[src/rtl/exec_ctrl.sv]
// Execution controller for a slow-clocked teaching core: free-run, single-step and
// one-bit breakpoint control, all expressed as a one-cycle cpu_en strobe.
module exec_ctrl #(
  parameter int SLOW_RATE = 20_000_000,
  parameter int DEBOUNCE  = 1_000_000
) (
  input  logic       clock,
  input  logic       reset,
  input  logic       run,
  input  logic       step,
  input  logic       bp_en,
  input  logic       bp_pc,
  input  logic       pc,
  output logic       cpu_en,
  output logic       running,
  output logic       halted,
  output logic       heartbeat,
  output logic [7:0] cycles
);

  localparam int PS_W = (SLOW_RATE > 2) ? $clog2(SLOW_RATE) : 1;
  localparam int DB_W = (DEBOUNCE > 2) ? $clog2(DEBOUNCE) : 1;
  localparam logic [PS_W-1:0] PS_LAST = PS_W'(SLOW_RATE - 1);
  localparam logic [DB_W-1:0] DB_LAST = DB_W'(DEBOUNCE - 1);

  typedef enum logic [1:0] {
    IDLE  = 2'd0,
    RUN   = 2'd1,
    STEP  = 2'd2,
    BREAK = 2'd3
  } state_t;

  logic [3:0]      sync1_q, sync1_d;
  logic [3:0]      sync2_q, sync2_d;
  logic [DB_W-1:0] db_cnt_q, db_cnt_d;
  logic            step_db_q, step_db_d;
  logic            step_db_dly_q, step_db_dly_d;
  state_t          state_q, state_d;
  logic            ret_brk_q, ret_brk_d;
  logic [PS_W-1:0] presc_q, presc_d;
  logic            bp_chk_q, bp_chk_d;
  logic            cpu_en_q, cpu_en_d;
  logic            running_q, running_d;
  logic            halted_q, halted_d;
  logic            heartbeat_q, heartbeat_d;
  logic [7:0]      cycles_q, cycles_d;

  logic run_s, step_s, bp_en_s, bp_pc_s;
  logic run_next_s;
  logic step_pulse_s;
  logic bp_hit_s;

  assign run_s      = sync2_q[3];
  assign step_s     = sync2_q[2];
  assign bp_en_s    = sync2_q[1];
  assign bp_pc_s    = sync2_q[0];
  // run_s as it will read in the next cycle; lets cpu_en be registered yet still
  // suppressed in a RUN exit cycle.
  assign run_next_s = sync1_q[3];

  assign step_pulse_s = step_db_q & ~step_db_dly_q;
  assign bp_hit_s     = bp_chk_q & bp_en_s & (pc == bp_pc_s);

  // Two-flop synchronizers for the switch/button inputs.
  always_comb begin
    sync1_d = {run, step, bp_en, bp_pc};
    sync2_d = sync1_q;
  end

  // Step debouncer: accept a new level only after DEBOUNCE consecutive differing cycles.
  always_comb begin
    step_db_d     = step_db_q;
    db_cnt_d      = '0;
    step_db_dly_d = step_db_q;
    if (step_s != step_db_q) begin
      if (db_cnt_q == DB_LAST) begin
        step_db_d = step_s;
        db_cnt_d  = '0;
      end else begin
        db_cnt_d  = db_cnt_q + DB_W'(1);
      end
    end else begin
      db_cnt_d = '0;
    end
  end

  // Next-state logic for the execution FSM.
  always_comb begin
    state_d   = state_q;
    ret_brk_d = ret_brk_q;
    case (state_q)
      IDLE: begin
        if (run_s) begin
          state_d = RUN;
        end else if (step_pulse_s) begin
          state_d   = STEP;
          ret_brk_d = 1'b0;
        end else begin
          state_d = IDLE;
        end
      end
      RUN: begin
        // The breakpoint check wins over a simultaneous run switch release.
        if (bp_hit_s) begin
          state_d = BREAK;
        end else if (!run_s) begin
          state_d = IDLE;
        end else begin
          state_d = RUN;
        end
      end
      STEP: begin
        if (ret_brk_q) begin
          state_d = BREAK;
        end else begin
          state_d = IDLE;
        end
      end
      BREAK: begin
        if (step_pulse_s) begin
          state_d   = STEP;
          ret_brk_d = 1'b1;
        end else if (!run_s) begin
          state_d = IDLE;
        end else begin
          state_d = BREAK;
        end
      end
      default: begin
        state_d   = IDLE;
        ret_brk_d = 1'b0;
      end
    endcase
  end

  // Prescaler, strobe and status outputs, all computed one cycle ahead.
  always_comb begin
    presc_d = '0;
    if ((state_q == RUN) && (state_d == RUN)) begin
      if (presc_q == PS_LAST) begin
        presc_d = '0;
      end else begin
        presc_d = presc_q + PS_W'(1);
      end
    end else begin
      presc_d = '0;
    end

    cpu_en_d    = ((state_d == RUN) && (presc_d == PS_LAST) && run_next_s) ||
                  (state_d == STEP);
    bp_chk_d    = cpu_en_q && (state_q == RUN);
    running_d   = (state_d == RUN);
    halted_d    = (state_d == BREAK);
    heartbeat_d = heartbeat_q ^ cpu_en_q;

    if (cpu_en_q && (cycles_q != 8'd255)) begin
      cycles_d = cycles_q + 8'd1;
    end else begin
      cycles_d = cycles_q;
    end
  end

  // State register with asynchronous active-low clear.
  always_ff @(posedge clock or negedge reset) begin
    if (!reset) begin
      sync1_q       <= 4'd0;
      sync2_q       <= 4'd0;
      db_cnt_q      <= '0;
      step_db_q     <= 1'b0;
      step_db_dly_q <= 1'b0;
      state_q       <= IDLE;
      ret_brk_q     <= 1'b0;
      presc_q       <= '0;
      bp_chk_q      <= 1'b0;
      cpu_en_q      <= 1'b0;
      running_q     <= 1'b0;
      halted_q      <= 1'b0;
      heartbeat_q   <= 1'b0;
      cycles_q      <= 8'd0;
    end else begin
      sync1_q       <= sync1_d;
      sync2_q       <= sync2_d;
      db_cnt_q      <= db_cnt_d;
      step_db_q     <= step_db_d;
      step_db_dly_q <= step_db_dly_d;
      state_q       <= state_d;
      ret_brk_q     <= ret_brk_d;
      presc_q       <= presc_d;
      bp_chk_q      <= bp_chk_d;
      cpu_en_q      <= cpu_en_d;
      running_q     <= running_d;
      halted_q      <= halted_d;
      heartbeat_q   <= heartbeat_d;
      cycles_q      <= cycles_d;
    end
  end

  assign cpu_en    = cpu_en_q;
  assign running   = running_q;
  assign halted    = halted_q;
  assign heartbeat = heartbeat_q;
  assign cycles    = cycles_q;

endmodule

[config.mk]
export PLATFORM = sky130hd
export DESIGN_NAME = exec_ctrl
export DESIGN_NICKNAME = d
export VERILOG_FILES = /design/src/rtl/exec_ctrl.sv
export SDC_FILE = /design/constraint.sdc
export NUM_CORES = 1
export LEC_CHECK = 0
export CAP_MARGIN = 20
export CELL_PAD_IN_SITES_DETAIL_PLACEMENT = 1
export CELL_PAD_IN_SITES_GLOBAL_PLACEMENT = 1
export CORE_MARGIN = 5
export CORE_UTILIZATION = 35
export DETAILED_ROUTE_END_ITERATION = 8
export HOLD_SLACK_MARGIN = 0.1
export PLACE_DENSITY_LB_ADDON = 0.1
export SLEW_MARGIN = 20
export SYNTH_ARGS = -nofsm -noshare
export SYNTH_HDL_FRONTEND = slang
export SYNTH_SLANG_ARGS = --single-unit
[constraint.sdc]
create_clock -name clock -period 2.4 [get_ports clock]
set_input_delay 0.6 -clock clock [delete_from_list [all_inputs] [get_ports clock]]
set_output_delay 0.6 -clock clock [all_outputs]
set_load 0.02 [all_outputs]
* Word-level counts from Yosys, hierarchy flattened
Index checks and enable logic that the tools add are counted.
** Storage, ports and cells
- Logic and storage cells :: 63
- Bits in registers :: 71
- Input port bits :: 7
- Output and inout port bits :: 12
** Cells by class
- Multiplexer cells :: 16
- Bitwise operators :: 5
- Reductions and logical operators :: 10
- Equality and inequality tests :: 15
- Add/subtract/negate cells :: 3
** Operators by type and width (count)
- $eq A25 B25 Y1 const B :: 2
- $mux W25 :: 2
- $mux W20 :: 2
- $add A25 B1 Y25 const B :: 1
- $add A20 B1 Y20 const B :: 1
- $eq A20 B20 Y1 const B :: 1
- $mux W2 :: 6
- $add A8 B1 Y8 const B :: 1
- $eq A2 B2 Y1 const B :: 4
- $ne A8 B8 Y1 const B :: 1
- $pmux W2 S4 :: 1
- $ne A2 B2 Y1 const B :: 3
- $logic_and A1 B1 Y1 :: 5
- $eq A2 B1 Y1 const B :: 2
- $mux W1 :: 4
- $reduce_and A4 Y1 :: 1
- $and A1 B1 Y1 :: 3
- $logic_not A2 Y1 :: 1
- $pmux W1 S2 :: 1
- $reduce_and A2 Y1 :: 1
- $reduce_bool A2 Y1 :: 1
- $eq A1 B1 Y1 :: 1
- $logic_or A1 B1 Y1 :: 1
- $ne A1 B1 Y1 :: 1
- 2 further kinds :: 2

* Logic depth before layout (Yosys ltp)
- Depth in word-level cells :: 12
- Gate-level depth with buffers :: 9
- Mapped depth without buffers :: 8

* Least setup slack after synthesis
Ideal clock, no wire load.
- Path kind :: flip-flop to flip-flop
- From :: register presc_q[0]
- To :: register cpu_en_q (netlist: cpu_en)
- Setup time :: 0.065 ns
- Period minus slack after synthesis :: 2.093 ns
- Slack :: 0.307 ns
- Data required time :: 2.335 ns
- Path buffers :: 0
- Stages on the path, launching flop included :: 9
- Data arrival time :: 2.028 ns
- Cell sequence :: dfrtp_1 > ha_1 > nand2_1 > nor4_4 > a211oi_1 > a31o_1 > a2111oi_2 > and4b_1 > a31o_1
** Between the ends
- Word-level cells in the longest chain between the ends :: 7
- Elaborated cells on any way between the ends :: 8
- Those cells by class :: add/sub (1); eq/ne (2); mux (2); reduce/logical (3)
** RTL lines
- start: declaration :: RTL line 40 : logic [PS_W-1:0] presc_q, presc_d;
- start signal: assignment :: RTL line 188 : presc_q <= presc_d;
- $add A25 B1 Y25 or $eq A25 B25 Y1 (tied branches) :: RTL line 143, 140
- $mux W25 * :: RTL line 140 : if (presc_q == PS_LAST) begin
- $mux W25 * :: RTL line 139 : if ((state_q == RUN) && (state_d == RUN)) begin
- via presc_d[18] :: RTL line 40
- $eq A25 B25 Y1 * :: RTL line 149 : cpu_en_d = ((state_d == RUN) && (presc_d == PS_LAST) && run_next_s) ||
- $logic_and A1 B1 Y1 * (2 in series) :: RTL line 149
- $logic_or A1 B1 Y1 * :: RTL line 149
- via cpu_en_d :: RTL line 42 : logic cpu_en_q, cpu_en_d;
- end signal: assignment :: RTL line 190 : cpu_en_q <= cpu_en_d;
- end: declaration :: RTL line 42
The timed path passes the listed nets; every way through them passes the cells marked *.
A chain may end at the register's enable or synchronous reset.

* Worst setup path after layout
- From :: input pc
- To :: register cpu_en_q (netlist: cpu_en)
** Between the ends
- Word-level cells in the longest chain between the ends :: 11
- Elaborated cells on any way between the ends :: 12
- Those cells by class :: eq/ne (4); mux (3); bitwise (1); reduce/logical (4)
** RTL lines
- start: declaration :: RTL line 13 : input logic pc,
- $eq A1 B1 Y1 :: RTL line 62 : assign bp_hit_s = bp_chk_q & bp_en_s & (pc == bp_pc_s);
- $and A1 B1 Y1 :: RTL line 62
- $mux W2 :: RTL line 104 : if (bp_hit_s) begin
- $pmux W2 S4 :: RTL line 91 : case (state_q)
- $eq A2 B1 Y1 :: RTL line 139
- $logic_and A1 B1 Y1 :: RTL line 139
- $mux W25 :: RTL line 139
- via presc_d[18] :: RTL line 40
- $eq A25 B25 Y1 :: RTL line 149
- $logic_and A1 B1 Y1 (2 in series) :: RTL line 149
- $logic_or A1 B1 Y1 :: RTL line 149
- via cpu_en_d :: RTL line 42
The timed path passes the listed nets, and every way through them passes these cells.

==> results by group <==
Synth
  • EDFF count, synth: 0
  • Synth Area in Simple Gates: 0.2679
  • Top FF cell, synth: dfrtp_1
  • Most common cell in the netlist: dfrtp_1
  • Seq/Total Area, Yosys: 0.5240
  • XOR/XNOR Fraction of Synth Area: 0.1292
  • Top cells by area, synth: dfrtp_1 (52%), nor2_1 (7.0%), xnor2_1 (6.5%)
  • Post-Synthesis Net Count: 338
  • Post-Synthesis Cells: 328
  • Synth top cells by count: dfrtp_1 (71), nor2_1 (63), xnor2_1 (25), xor2_1 (25), nand2_1 (19)
  • Largest family of logic cells by synthesized area: simple AND/OR/NAND/NOR gates
  • Compound-cell area share of the yosys netlist: 0.03653
  • Yosys top cell area share: 0.5240
  • Post-Synthesis Cell Area: 0.003391 mm2
  • Synth Warn #: 0
  • Synthesized-area fraction occupied by adder cells: 0.01107
  • Post-synthesis mux area share: 0.009594
  • Flops & latches, synth: 71
  • Post-synth top area cell: dfrtp_1
  • Average size of a mapped cell: 10.34 um2
  • Ys async rst share: 1.000
  • Cell variety after synth: 42

STA
  • Tmin final: 2223 ps
  • Worst setup margin: 177.1 ps
  • RSZ-0062 raised after global routing: false
  • Slew Limit Fails: 0
  • Slew @ Worst Pin: 456.7 ps
  • Max Fclk: 449.9 MHz
  • Fin crit share: 0.9262
  • Endpoints failing setup: 0
  • Final Hold Fails: 0
  • Slew HR: 0.6949
  • Clock skew: 13.07 ps
  • Worst hold slack: 188.5 ps

Cells and area
  • Non-Filler Instances: 507
  • Final Cell Area: 0.004043 mm2
  • Fin nets: 379
  • Area Overhead vs Synth: 19.23%
  • Antenna Cells: 0
  • Fraction of layout cells with a size suffix above 1: 0.1310

Worst setup path
  • Worst EP required: 2630 ps
  • Crit path DAT: 2460 ps
  • Setup crit end kind: flop
  • Critical path peak fanout: 6
  • Kind of critical path: primary input to flop
  • Startpoint types: primary input

Route
  • DR vias/cell: 4.872
  • Metal3 WL: 179 um
  • Post-DR wirelength/cell: 15.12 um
  • Residual DRC: 0
  • Via count: 2,470
  • Routed met1 length: 3806 um
  • Post-route ant nets: 0
  • Met2 WL: 3599 um
  • Routed WL: 7664 um
  • First-pass iteration count of the detailed router: 4
  • Top Layer Used: met4
  • Initial DRC count: 66

Global routing
  • Largest net degree at the start of global routing: 33
  • Antenna violations before repair: 0
  • Vias in the first global route: 2,626
  • Global-route wire length before repair: 13,260 um
  • Gr usage total: 0.1451
  • GR Overflow Total: 0

Clock tree
  • Num CTS Buffers: 9
  • Sink Count: 71
  • Postcts setup bufs: 0
  • Cts hold-fix bufs: 0
  • Max Buffers Root-to-Sink: 2
  • Clock Pin Slew Worst Setup and Hold Paths: 80 ps
  • Post-CTS Resized: 0
  • Htree depth: 3
  • CTS tree: built
  • Clock insertion delay at the later pin of the skew report: 340 ps
  • Root buffer cell: clkbuf_8

Floorplanning
  • Ports: 19
  • Site Rows: 36
  • Initial core utilization: 0.3534
  • Die Footprint: 0.01176 mm2
  • Die Y: 108.4 um
  • Width of the die: 108.4 um
  • Core area: 0.009594 mm2

Placement
  • Placer Congestion: 0.7894
  • DP Cell Count: 491
  • IO buf count: 18
  • Dpl cell area: 0.003869 mm2
  • Dpl hpwl: 5691 um
  • Pre-CTS WS: -209.2 ps

Hold path
  • Worst hold-check path type: primary input to asynchronous set/reset pin

Run
  • Max-Cap Viols: 0

Power and ir drop
  • PwrDens: 540.5 mW/mm2
  • Leakage power figure: 0.001748 uW
  • Pwr Total: 2185 uW
  • Peak supply drop: 0.2985 mV

Outcome
  • Outcome: finished, final reports clean
==> layer usage <==
metal,global-route usage,vias to the layer above
li1,-,1210
met5,0,-
met2,0.2259,19
met1,0.1997,1232
met3,0.03403,9
met4,0.04599,0
==> through the flow <==
stage	setup TNS, ps	utilization
after detailed placement	-256.1	0.4032
after global routing	0	0.4214
after CTS	0	0.4214
after global placement	-144.7	0.4032
final	0	0.4214
after floorplan	0	-
==> placed cells by master (no fill, tap or decap), types with 3 or more instances in the layout <==
cell type        Yosys  layout
inv_1                8       8
nand4_1             15      15
ha_1                 3       3
xnor2_1             25      25
xor2_1              25      25
a21oi_1              3       3
nand3_1             16      16
nor2_1              63      63
nor3_1               6       6
dfrtp_1             71      71
clkinv_2             0       4
and4_1               4       4
nand2_1             19      19
nor4_1               9       9
buf_4                0      22
nor2b_1              5       5
nor4b_1              4       4
and3_1               7       7
clkbuf_8             0      10
a211oi_1             3       3
clkdlybuf4s50_1      0      17
and2_1               3       3
==> worst max-delay path: stages <==
cell             delay [ps]
clkdlybuf4s50_1         470
xor2_1                  250
o2111ai_2               220
a211oi_1                280
a31o_1                  180
a2111oi_2                50
and4b_1                 190
a31o_1                  210
==> flip-flops by register name, summed over array words and instances (netlist names), 2 cells and up <==
name	cells
db_cnt_q	20
sync1_q	4
sync2_q	4
cycles	8
state_q	2
presc_q	25
==> area by class of cell <==
type | count | area, um2
sequential | 71 | 1777
fill | 1086 | 5552
timing repair buffer | 40 | 355.3
multi-input combinational | 239 | 1540
inverter | 8 | 30.03
clock buffer | 10 | 137.6
clock inverter | 6 | 36.28
tap | 133 | 166.4
==> cells by family after synthesis <==
family | count (synthesis)
AO/OA/AOI/OAI | 15
buffers and inverters | 18
multiplexers | 3
AND/OR/NAND/NOR | 168
XOR/XNOR | 50
flip-flops | 71
adder cells (fa/ha/maj) | 3
==> path summary, 6_finish.rpt <==
path / startpoint / to / slack, ps / cells past startpoint
worst max-delay path: pc / cpu_en / 180 / 8
worst min-delay path: reset / db_cnt_q[9] / 190 / 1
worst max register to register: presc_q[9] / cpu_en / 220 / 7
worst min register to register: sync1_q[2] / sync2_q[2] / 350 / 0
max in group asynchronous: reset / sync1_q[2] / 1610 / 2
min in group clock: sync1_q[2] / sync2_q[2] / 350 / 0
==> power by group <==
part	total [uW]	leakage (uW)	switching [uW]	internal (uW)
sequential	1230	0.000960	13.9	1210
combinational	104	0.000696	60.8	42.8
clock	855	0.0000918	457	398
(Power assumes the default switching activity.)
